**config.mk**
```make
export PLATFORM = sky130hd
export DESIGN_NAME = fifo_unpack_reader
export DESIGN_NICKNAME = d
export VERILOG_FILES = /design/src/rtl/fifo_unpack_reader.sv
export SDC_FILE = /design/constraint.sdc
export NUM_CORES = 1
export LEC_CHECK = 0
export ABC_AREA = 0
export BUFFER_PORTS_ARGS = -buffer_cell sky130_fd_sc_hd__buf_2
export CAP_MARGIN = 20
export CORE_MARGIN = 4
export CORE_UTILIZATION = 39
export CTS_BUF_LIST = sky130_fd_sc_hd__clkbuf_4
export CTS_CLUSTER_SIZE = 12
export DETAILED_ROUTE_END_ITERATION = 12
export GPL_TIMING_DRIVEN = 0
export SYNTH_ARGS = -nofsm -noshare
export SYNTH_HDL_FRONTEND = slang
export SYNTH_SLANG_ARGS = --single-unit
```
**constraint.sdc**
```tcl
create_clock -name clk -period 10.28 [get_ports clk]
set_input_delay 0.514 -clock clk [delete_from_list [all_inputs] [get_ports clk]]
set_output_delay 0.514 -clock clk [all_outputs]
set_load 0.05 [all_outputs]
```
**src/rtl/fifo_unpack_reader.sv**
```systemverilog
// Pops DWO-bit words from a FIFO and streams them out as EXTENT lanes of DWI bits,
// least-significant lane first, with a one-word prefetch buffer for gapless output.
module fifo_unpack_reader #(
  parameter int DWI = 16,
  parameter int DWO = 64
) (
  input  logic           clk,
  input  logic           rst,
  input  logic           en,
  input  logic           rempty,
  output logic           rinc,
  input  logic [DWO-1:0] rdata,
  output logic           m_valid,
  input  logic           m_ready,
  output logic [DWI-1:0] m_data,
  output logic           m_sof,
  output logic           underrun,
  input  logic           clr_underrun
);

  localparam int EXTENT = DWO / DWI;
  localparam int LW     = $clog2(EXTENT);
  localparam logic [LW-1:0] LAST_LANE = LW'(EXTENT - 1);

  typedef enum logic [1:0] {IDLE, FETCH, STREAM} state_e;

  state_e         state_q;
  logic [DWO-1:0] sr_q;
  logic [DWO-1:0] pf_q;
  logic [LW-1:0]  lane_q;
  logic           vld_q;
  logic           sof_q;
  logic           pf_vld_q;
  logic           inflight_q;
  logic           underrun_q;

  logic fire;
  logic last;
  logic sr_free;
  logic pf_free;
  logic pop;
  logic drained;
  logic uflow;

  always_comb begin
    fire    = vld_q && m_ready;
    last    = fire && (lane_q == LAST_LANE);
    sr_free = !vld_q || last;
    // The prefetch slot counts as free when its word moves into the shifter this cycle.
    pf_free = !pf_vld_q || last;
    pop     = !rst && en && !rempty && !inflight_q && pf_free;
    drained = last && !pf_vld_q && !inflight_q;
    uflow   = (state_q == STREAM) && en && drained;
  end

  always_ff @(posedge clk or posedge rst) begin
    if (rst) begin
      state_q    <= IDLE;
      sr_q       <= '0;
      pf_q       <= '0;
      lane_q     <= '0;
      vld_q      <= 1'b0;
      sof_q      <= 1'b0;
      pf_vld_q   <= 1'b0;
      inflight_q <= 1'b0;
      underrun_q <= 1'b0;
    end else begin
      inflight_q <= pop;

      if (uflow)             underrun_q <= 1'b1;
      else if (clr_underrun) underrun_q <= 1'b0;

      if (last && pf_vld_q) begin
        sr_q     <= pf_q;
        pf_vld_q <= 1'b0;
        lane_q   <= '0;
        sof_q    <= 1'b1;
        vld_q    <= 1'b1;
      end else if (inflight_q && sr_free) begin
        sr_q   <= rdata;
        lane_q <= '0;
        sof_q  <= 1'b1;
        vld_q  <= 1'b1;
      end else begin
        // An arriving word only lands here while the shifter is busy; the slot is empty then.
        if (inflight_q) begin
          pf_q     <= rdata;
          pf_vld_q <= 1'b1;
        end
        if (last) begin
          vld_q  <= 1'b0;
          sof_q  <= 1'b0;
          lane_q <= '0;
        end else if (fire) begin
          sr_q   <= sr_q >> DWI;
          sof_q  <= 1'b0;
          lane_q <= lane_q + LW'(1);
        end
      end

      case (state_q)
        IDLE:    if (pop) state_q <= FETCH;
        FETCH:   if (inflight_q) state_q <= STREAM;
        STREAM:  if (drained) state_q <= pop ? FETCH : IDLE;
        default: state_q <= IDLE;
      endcase
    end
  end

  assign rinc     = pop;
  assign m_valid  = vld_q;
  assign m_data   = sr_q[DWI-1:0];
  assign m_sof    = sof_q;
  assign underrun = underrun_q;

endmodule

```
**Word-level counts from Yosys, hierarchy flattened**

Index checks and enable logic that the tools add are counted.

- Add/sub/neg operators: 1
- Multipliers: 0
- Divide/modulo/power cells: 0
- Order comparisons: 0
- Equal/unequal tests: 8
- Shift-type cells: 0
- Muxes and demuxes: 25
- Bitwise operators: 2
- Reductions and logical operators: 29

Operators with widths:

| operator | number |
|---|---|
| $mux 64 | 4 |
| $mux 2 | 7 |
| $mux 1 | 13 |
| $logic_and 1x1->1 | 12 |
| $ne 2x2->1 const B | 4 |
| $pmux 2 s3 | 1 |
| $reduce_and 3->1 | 2 |
| $reduce_bool 3->1 | 2 |
| $logic_not 1->1 | 5 |
| $eq 2x2->1 const B | 2 |
| $reduce_and 2->1 | 2 |
| $reduce_bool 2->1 | 2 |
| $reduce_bool 4->1 | 1 |
| $ne 3x1->1 const B | 1 |
| $add 2x1->2 const B | 1 |
| $eq 2x1->1 const B | 1 |
| $logic_not 2->1 | 1 |
| $logic_or 1x1->1 | 2 |
| $not 1->1 | 2 |

- Bits in registers: 137
- Bits in latches: 0
- Memory bits (writable): 0
- Bits in read-only memories: 0
- Bits of input ports: 70
- Output and inout bits: 20
- Word-level logic and storage cells: 74
- Memories: 0

**Depth between registers and ports, before layout**

Gate-level depths: netlist of the first run.

- Word-level depth: 8
- Mapped depth: 7
- Gate-level depth less buffers: 5

**Least setup slack after synthesis of the first run**

No wires, ideal clock.

- Path type: register -> output
- Start: reg inflight_q
- End: out rinc
- Arrival time: 1527 ps
- Required time: 9766 ps
- Path slack: 8239 ps
- Cell stages (with the launch flop): 5
- Path buffers: 2
- Cell sequence: dfrtp_1 buf_2 buf_1 nor4b_1 and2_1

- Word-level cells in the longest chain between the ends: 3

RTL lines:

| element | line | source |
|---|---|---|
| from (decl) | 34 | `logic inflight_q;` |
| from (signal assigned) | 68 | `inflight_q <= pop;` |
| $logic_not 1->1 | 51 | `pop = !rst && en && !rempty && !inflight_q && pf_free;` |
| $logic_and 1x1->1 (2 in series) | 51 |  |
| to (decl) | 11 | `output logic rinc,` |

No other way between the ends.

**Final worst setup path of the first run**

Same ends and word-level chain as after synthesis.

==> load_flow_metrics.sql, run 1 <==
INSERT INTO impl_metrics (metric_group, metric, value, unit) VALUES
('drt', 'post_drt_via_cell_ratio', '5.42', ''),
('clock_tree', 'clkTransAtPathRegs', '0.10', 'ns'),
('worst_setup_path', 'r2r_setup_slack', '8.17', 'ns'),
('worst_setup_path', 'cp_max_fo', '10', ''),
('worst_setup_path', 'endpoint_required_time_on_the_critical_path', '9.77', 'ns'),
('floorplan', 'fp-row-count', '47', ''),
('power_and_ir_drop', 'power_density', '319', 'mW/mm²'),
('power_and_ir_drop', 'comb_power_share', '43.7', '%'),
('sta', 'setup_violations', '0', ''),
('placed_design', 'dpl-instance-area', '0.00747', 'mm²'),
('drt', 'drc_errors', '0', ''),
('synthesis', 'postSynthCellCount', '575', ''),
('clock_tree', 'cts.path.max_buffers', '2', ''),
('sta', 'final_period_util', '28.8', '%'),
('finish', 'most_common_cell_after_layout_fill_and_taps_aside', 'sky130_fd_sc_hd__dfrtp_1', ''),
('worst_setup_path', 'worst_r2r_endpoint', 'sr_q[0]', ''),
('worst_setup_path', 'critical_path.endpoint_type', 'output port', ''),
('clock_tree', 'postCtsSetupRepairBufs', '0', ''),
('floorplan', 'core-area', '0.0168', 'mm²'),
('synthesis', 'ys_seq_elements', '137', ''),
('grt', 'antenna_violations_before_repair', '1', ''),
('finish', 'syn_to_final_growth', '16.1', '%'),
('worst_setup_path', 'setup.worst_path.start_class', 'register', ''),
('floorplan', 'initial_core_util', '40.1', '%'),
('placed_design', 'place.detailed.hpwl', '12.5', 'mm'),
('sta', 'rsz0062_at_grt', 'false', ''),
('power_and_ir_drop', 'p_clk_share', '16.8', '%'),
('worst_setup_path', 'critPathKind', 'reg2out', ''),
('finish', 'finalNetCount', '754', ''),
('synthesis', 'synthDistinctLibCells', '35', ''),
('sta', 'worst_pin_slew', '0.731', 'ns'),
('clock_tree', 'clock_insertion_delay_worst_skew', '0.56', 'ns'),
('grt', 'globalRouteTotalUtil', '18.6', '%'),
('sta', 'report.final.hold_viol_count', '0', ''),
('power_and_ir_drop', 'netSwitchingPower', '939', 'µW'),
('status', 'run_status', 'completed', ''),
('sta', 'timing.setup.tns', '0', 'ns'),
('power_and_ir_drop', 'p_seq_share', '39.6', '%'),
('grt', 'gr-total-overflow', '0', ''),
('sta', 'max_freq', '337', 'MHz'),
('drt', 'wire_per_inst', '19.0', 'µm'),
('clock_tree', 'number_of_buffers_added_to_fix_hold_violations_after_cts', '0', ''),
('sta', 'max-slew-margin-rel', '51.3', '%'),
('clock_tree', 'htreeDepth', '4', ''),
('worst_setup_path', 'depth_of_the_worst_register_to_register_path', '6', ''),
('finish', 'final_cell_area', '0.00781', 'mm²'),
('clock_tree', 'cts.repair.resized', '0', ''),
('placed_design', 'io_buffer_count', '88', ''),
('run', 'cap_violations', '0', ''),
('clock_tree', 'cts_root_buffer', 'sky130_fd_sc_hd__clkbuf_4', ''),
('finish', 'fillers', '1610', ''),
('grt', 'grt_first_pass_wirelength', '28.6', 'mm'),
('synthesis', 'mappedNetlistNets', '646', ''),
('grt', 'grt_start_max_net_pins', '73', ''),
('clock_tree', 'cts.sinks', '137', ''),
('power_and_ir_drop', 'switching_share', '37.7', '%'),
('power_and_ir_drop', 'power_leakage', '3.33', 'nW'),
('power_and_ir_drop', 'ir_worst_vdd', '0.124', 'mV'),
('grt', 'grt_pass1_vias', '5329', ''),
('synthesis', 'synth.yosys.seq_area_share', '51.0', '%'),
('drt', 'antenna_left', '0', ''),
('floorplan', 'die-width', '139', 'µm'),
('drt', 'detail_route.first_pass.iterations', '4', ''),
('synthesis', 'warnings_synthesis', '0', ''),
('placed_design', 'place_congestion', '0.783', ''),
('sta', 'period_minus_ws_final', '2.96', 'ns'),
('synthesis', 'synth.avg_cell_area', '11.7', 'µm²'),
('sta', 'clock-skew-final', '0.0213', 'ns'),
('drt', 'drt-total-wl', '17.5', 'mm'),
('worst_setup_path', 'worst-endpoint-arrival', '2.45', 'ns'),
('clock_tree', 'tritoncts', 'done', ''),
('clock_tree', 'numCtsBuffers', '17', ''),
('floorplan', 'die-area', '0.0194', 'mm²'),
('floorplan', 'vertical_die_dimension', '139', 'µm'),
('finish', 'drive_gt1_share', '39.4', '%'),
('drt', 'via_count', '4966', ''),
('drt', 'initialDrtViolationCount', '374', ''),
('worst_setup_path', 'r2r_start', 'lane_q[0]', ''),
('power_and_ir_drop', 'intPower', '1.55', 'mW'),
('floorplan', 'ios', '90', ''),
('finish', 'final_cell_mix', 'sky130_fd_sc_hd__dfrtp_1, sky130_fd_sc_hd__buf_2, sky130_fd_sc_hd__mux2_2', ''),
('hold_path', 'min-delay-path-class', 'in2async', ''),
('synthesis', 'cell_area_after_synthesis', '0.00673', 'mm²'),
('sta', 'report.final.slew_viol_count', '0', '');
stage by stage:
stage | utilization [%] | power, mW | std cells | setup WS, ns | hold slack [ns]
6_report | 46.6 | 2.49 | 917 | 7.32 | 0.0494
5_1_grt | 46.6 | 2.65 | 917 | 7.19 | 0.0475
4_1_cts | 46.6 | 2.51 | 916 | 7.29 | 0.0402
3_5_place_dp | 44.6 | 2.09 | 884 | 7.91 | 0.479
3_3_place_gp | 44.4 | 2.06 | 883 | 4.58 | 0.473
2_1_floorplan | - | 1.82 | 575 | 6.10 | 0.446
per-layer routing:
layer	vias up	track usage (%)	wire [µm]	share of wire [%]
li1	2315	-	-	-
met1	2501	25.9	8120	47
met2	125	28.9	8290	47
met3	25	4.15	754	4.3
met4	0	6.23	298	1.7
met5	-	0	0	0
flip-flops by register name, indices dropped and copies added (netlist names):
name,flops
state_q,2
sr_q,64
pf_q,64
underrun,1
m_valid,1
inflight_q,1
lane_q,2
m_sof,1
pf_vld_q,1
worst max path at each step:
stage	slack (ns)	from	depth (start not counted)	to
2_1_floorplan	6.10	rst	1	inflight_q
3_3_place_gp	4.58	rst	2	pf_q[60]
3_5_place_dp	7.91	inflight_q	5	rinc
4_1_cts	7.29	inflight_q	5	rinc
5_1_grt	7.19	inflight_q	5	rinc
6_report	7.32	inflight_q	5	rinc
critical path, cell delays in order (launching register included):
cell and delay [ns]:
sky130_fd_sc_hd__dfrtp_1 0.41, sky130_fd_sc_hd__buf_2 0.22, sky130_fd_sc_hd__buf_1 0.31, sky130_fd_sc_hd__nor4b_1 0.48, sky130_fd_sc_hd__and2_1 0.21, sky130_fd_sc_hd__buf_2 0.27
synthesized netlist by cell type:
master	count	share of area, %
sky130_fd_sc_hd__a21boi_4	1	0.28
sky130_fd_sc_hd__a21oi_1	33	2.5
sky130_fd_sc_hd__a21oi_2	1	0.13
sky130_fd_sc_hd__a221oi_1	14	1.8
sky130_fd_sc_hd__a221oi_2	34	7.6
sky130_fd_sc_hd__a22oi_1	16	1.8
sky130_fd_sc_hd__a2bb2oi_1	48	6.3
sky130_fd_sc_hd__a31oi_1	1	0.093
sky130_fd_sc_hd__and2_1	1	0.093
sky130_fd_sc_hd__buf_1	1	0.056
sky130_fd_sc_hd__buf_2	21	1.6
sky130_fd_sc_hd__buf_4	21	2.3
sky130_fd_sc_hd__buf_6	8	1.3
sky130_fd_sc_hd__clkbuf_1	14	0.78
sky130_fd_sc_hd__dfrtp_1	137	51
sky130_fd_sc_hd__ha_1	1	0.19
sky130_fd_sc_hd__inv_1	23	1.3
sky130_fd_sc_hd__mux2_2	64	11
sky130_fd_sc_hd__mux2i_1	1	0.15
sky130_fd_sc_hd__nand2_1	59	3.3
sky130_fd_sc_hd__nand2b_1	33	3.1
sky130_fd_sc_hd__nand3_1	2	0.15
sky130_fd_sc_hd__nand3b_1	1	0.11
sky130_fd_sc_hd__nand4b_1	1	0.13
sky130_fd_sc_hd__nor2_1	3	0.17
sky130_fd_sc_hd__nor2_4	3	0.50
sky130_fd_sc_hd__nor2b_1	1	0.093
sky130_fd_sc_hd__nor2b_2	1	0.13
sky130_fd_sc_hd__nor3_1	1	0.074
sky130_fd_sc_hd__nor4b_1	1	0.13
sky130_fd_sc_hd__o21a_2	1	0.13
sky130_fd_sc_hd__o21ai_0	25	1.9
sky130_fd_sc_hd__o21ai_1	1	0.074
sky130_fd_sc_hd__o22ai_1	1	0.093
sky130_fd_sc_hd__or2_1	1	0.093
kinds of logic (layout without fill, tap and decap cells):
| kind of cell | Yosys count | count (layout) | share of synthesized area, % |
|---|---|---|---|
| simple gates | 108 | 108 | 8.04 |
| flops | 137 | 137 | 51.0 |
| compound gates | 176 | 176 | 22.6 |
| buf+inv | 88 | 209 | 7.37 |
| mux | 65 | 65 | 10.9 |
| fa+ha+maj | 1 | 1 | 0.186 |
| other cells | 0 | 1 | 0 |
area by class of cell:
class / instances / area, µm² / area share, %
inverter: 23 / 91.3 / 1.17
clock buffer: 21 / 158 / 2.02
multi-input combinational: 350 / 2800 / 35.9
buffer: 65 / 409 / 5.24
tap: 220 / 275 / 3.52
sequential: 137 / 3430 / 43.9
timing repair buffer: 89 / 468 / 5.99
clock inverter: 11 / 176 / 2.26
antenna: 1 / 2.50 / 0.0320
power groups by stage:
stage / clock (mW) / combinational [mW] / sequential [mW]
floorplan: 0 / 0.879 / 0.940
finish: 0.417 / 1.09 / 0.985
global route: 0.456 / 1.19 / 1.01
global placement: 0 / 1.07 / 0.984
detailed placement: 0 / 1.09 / 0.993
CTS: 0.429 / 1.10 / 0.984
Note: power is estimated with default switching activity, not from simulation.
==> inputs of run 2 (changes only) <==
==> constraint.sdc (replaced) <==
create_clock -name clk -period 3 [get_ports clk]
set_input_delay 0.15 -clock clk [delete_from_list [all_inputs] [get_ports clk]]
set_output_delay 0.15 -clock clk [all_outputs]
set_load 0.05 [all_outputs]
==> load_flow_metrics.sql, run 2 (same netlist as run 1, synthesis figures left out) <==
INSERT INTO impl_metrics (metric_group, metric, value, unit) VALUES
('drt', 'detail_route.first_pass.iterations', '5', ''),
('floorplan', 'core-area', '0.0168', 'mm²'),
('clock_tree', 'tritoncts', 'done', ''),
('finish', 'fillers', '1545', ''),
('worst_setup_path', 'endpoint_required_time_on_the_critical_path', '2.85', 'ns'),
('drt', 'wire_per_inst', '18.5', 'µm'),
('finish', 'final_core_util', '50.9', '%'),
('clock_tree', 'cts.repair.resized', '0', ''),
('sta', 'report.final.hold_viol_count', '0', ''),
('grt', 'grt_pass1_vias', '5687', ''),
('clock_tree', 'cts_root_buffer', 'sky130_fd_sc_hd__clkbuf_4', ''),
('worst_setup_path', 'critPathKind', 'reg2out', ''),
('sta', 'report.final.slew_viol_count', '0', ''),
('power_and_ir_drop', 'ir_worst_vdd', '0.448', 'mV'),
('sta', 'timing.setup.tns', '0', 'ns'),
('drt', 'via_count', '5318', ''),
('power_and_ir_drop', 'comb_power_share', '44.9', '%'),
('clock_tree', 'cts.sinks', '137', ''),
('floorplan', 'die-area', '0.0194', 'mm²'),
('drt', 'antenna_left', '0', ''),
('finish', 'most_common_cell_after_layout_fill_and_taps_aside', 'sky130_fd_sc_hd__dfrtp_1', ''),
('sta', 'period_minus_ws_final', '2.54', 'ns'),
('placed_design', 'io_buffer_count', '88', ''),
('worst_setup_path', 'depth_of_the_worst_register_to_register_path', '6', ''),
('worst_setup_path', 'worst-endpoint-arrival', '2.39', 'ns'),
('floorplan', 'die-width', '139', 'µm'),
('floorplan', 'ios', '90', ''),
('status', 'run_status', 'completed', ''),
('power_and_ir_drop', 'netSwitchingPower', '3.26', 'mW'),
('sta', 'max-slew-margin-rel', '49.6', '%'),
('worst_setup_path', 'critical_path.endpoint_type', 'output port', ''),
('drt', 'initialDrtViolationCount', '293', ''),
('placed_design', 'detailedPlace.worstSlack', '0.924', 'ns'),
('power_and_ir_drop', 'intPower', '5.28', 'mW'),
('clock_tree', 'clock_insertion_delay_worst_skew', '0.56', 'ns'),
('power_and_ir_drop', 'switching_share', '38.2', '%'),
('grt', 'antenna_violations_before_repair', '1', ''),
('finish', 'finalNetCount', '827', ''),
('sta', 'setup_violations', '0', ''),
('sta', 'worst_pin_slew', '0.755', 'ns'),
('drt', 'post_drt_via_cell_ratio', '5.37', ''),
('hold_path', 'min-delay-path-class', 'in2async', ''),
('placed_design', 'place_congestion', '0.783', ''),
('placed_design', 'place.detailed.hpwl', '12.9', 'mm'),
('clock_tree', 'cts.path.max_buffers', '2', ''),
('drt', 'drc_errors', '0', ''),
('power_and_ir_drop', 'power_leakage', '3.63', 'nW'),
('grt', 'gr-total-overflow', '0', ''),
('finish', 'drive_gt1_share', '36.1', '%'),
('finish', 'biggestRegsByFlops', 'pf_q (64), sr_q (64)', ''),
('sta', 'final_period_util', '84.5', '%'),
('clock_tree', 'numCtsBuffers', '17', ''),
('power_and_ir_drop', 'p_seq_share', '39.6', '%'),
('grt', 'grt_start_max_net_pins', '45', ''),
('sta', 'clock-skew-final', '0.0256', 'ns'),
('drt', 'drt-total-wl', '18.3', 'mm'),
('sta', 'rsz0062_at_grt', 'false', ''),
('power_and_ir_drop', 'total_design_power', '8.54', 'mW'),
('floorplan', 'fp-row-count', '47', ''),
('worst_setup_path', 'setup.worst_path.start_class', 'register', ''),
('power_and_ir_drop', 'p_clk_share', '15.5', '%'),
('finish', 'layoutNonFillerInstCount', '990', ''),
('floorplan', 'initial_core_util', '40.1', '%'),
('finish', 'final_cell_mix', 'sky130_fd_sc_hd__dfrtp_1, sky130_fd_sc_hd__buf_2, sky130_fd_sc_hd__dlygate4sd3_1', ''),
('sta', 'fin_ws', '0.465', 'ns'),
('floorplan', 'vertical_die_dimension', '139', 'µm'),
('worst_setup_path', 'cp_max_fo', '10', ''),
('run', 'cap_violations', '0', ''),
('sta', 'max_freq', '394', 'MHz'),
('clock_tree', 'htreeDepth', '4', ''),
('placed_design', 'placed_cells', '886', ''),
('power_and_ir_drop', 'power_density', '1000', 'mW/mm²'),
('grt', 'globalRouteTotalUtil', '19.4', '%'),
('clock_tree', 'clkTransAtPathRegs', '0.13', 'ns'),
('grt', 'grt_first_pass_wirelength', '29.9', 'mm'),
('finish', 'syn_to_final_growth', '26.8', '%');
## run 2: cell count changes in the layout (fill, tap and decap cells not counted)
cell,previous run,this run
sky130_fd_sc_hd__bufinv_16,5,4
sky130_fd_sc_hd__inv_6,1,0
sky130_fd_sc_hd__clkbuf_4,21,20
sky130_fd_sc_hd__clkinv_1,3,1
sky130_fd_sc_hd__dlygate4sd3_1,0,71
sky130_fd_sc_hd__buf_12,0,3
sky130_fd_sc_hd__diode_2,1,2
sky130_fd_sc_hd__clkinv_2,3,6
sky130_fd_sc_hd__buf_16,1,0
sky130_fd_sc_hd__clkinvlp_4,0,1
## run 2: final timing paths
kind | start | endpoint | slack [ns]
setup / recovery | inflight_q | rinc | 0.46
hold / removal | rst | pf_vld_q | 0.27
setup reg to reg | inflight_q | state_q[0] | 0.74
hold reg to reg | m_sof | m_sof | 0.49
max in group asynchronous | rst | pf_q[60] | 2.05
min in group clk | rdata[62] | pf_q[62] | 0.37
## run 2: timing repair
item / in CTS / in global routing
endpoints found under the setup margin: 0 / 0
hold buffers: 71 / 0
endpoints found under the hold margin: 142 / 0
setup buffers: 0 / 0
## run 2: metal layers
layer  vias to the layer above  part of all wire, %  routed length [µm]  track usage (%)
met5                         -                    0                   0                0
met4                         0                  1.4                 249             6.08
met3                        18                  4.9                 902             3.91
met2                       148                   49                9030             32.0
met1                      2699                   44                8100             25.8
li1                       2453                    -                   -                -
## run 2: critical path, cell delays in order, from the launching register on
cell	delay [ns]
sky130_fd_sc_hd__dfrtp_1	0.41
sky130_fd_sc_hd__buf_2	0.22
sky130_fd_sc_hd__buf_1	0.30
sky130_fd_sc_hd__nor4b_1	0.42
sky130_fd_sc_hd__and2_1	0.21
sky130_fd_sc_hd__buf_2	0.27
## run 2: power groups by stage
stage	Clock (mW)	Sequential (mW)	Combinational, mW
2_1_floorplan	0	3.22	3.01
3_3_place_gp	0	3.37	3.68
3_5_place_dp	0	3.41	3.78
4_1_cts	1.36	3.37	3.86
5_1_grt	1.43	3.48	4.16
6_report	1.32	3.38	3.84
## run 2: cell type report
type / count / area, µm² / share of cell area [%]
buffer: 65 / 409 / 4.80
multi-input combinational: 350 / 2800 / 32.9
antenna: 2 / 5.00 / 0.0587
sequential: 137 / 3430 / 40.2
clock buffer: 20 / 150 / 1.76
inverter: 23 / 90.1 / 1.06
timing repair buffer: 162 / 1210 / 14.2
clock inverter: 11 / 154 / 1.81
tap: 220 / 275 / 3.23
## run 2: through the flow
stage | hold WS [ns] | instance area [µm²]
3_3_place_gp | 0.351 | 7440
2_1_floorplan | 0.258 | 6730
5_1_grt | 0.291 | 8520
4_1_cts | 0.246 | 8520
6_report | 0.274 | 8520
3_5_place_dp | 0.328 | 7500
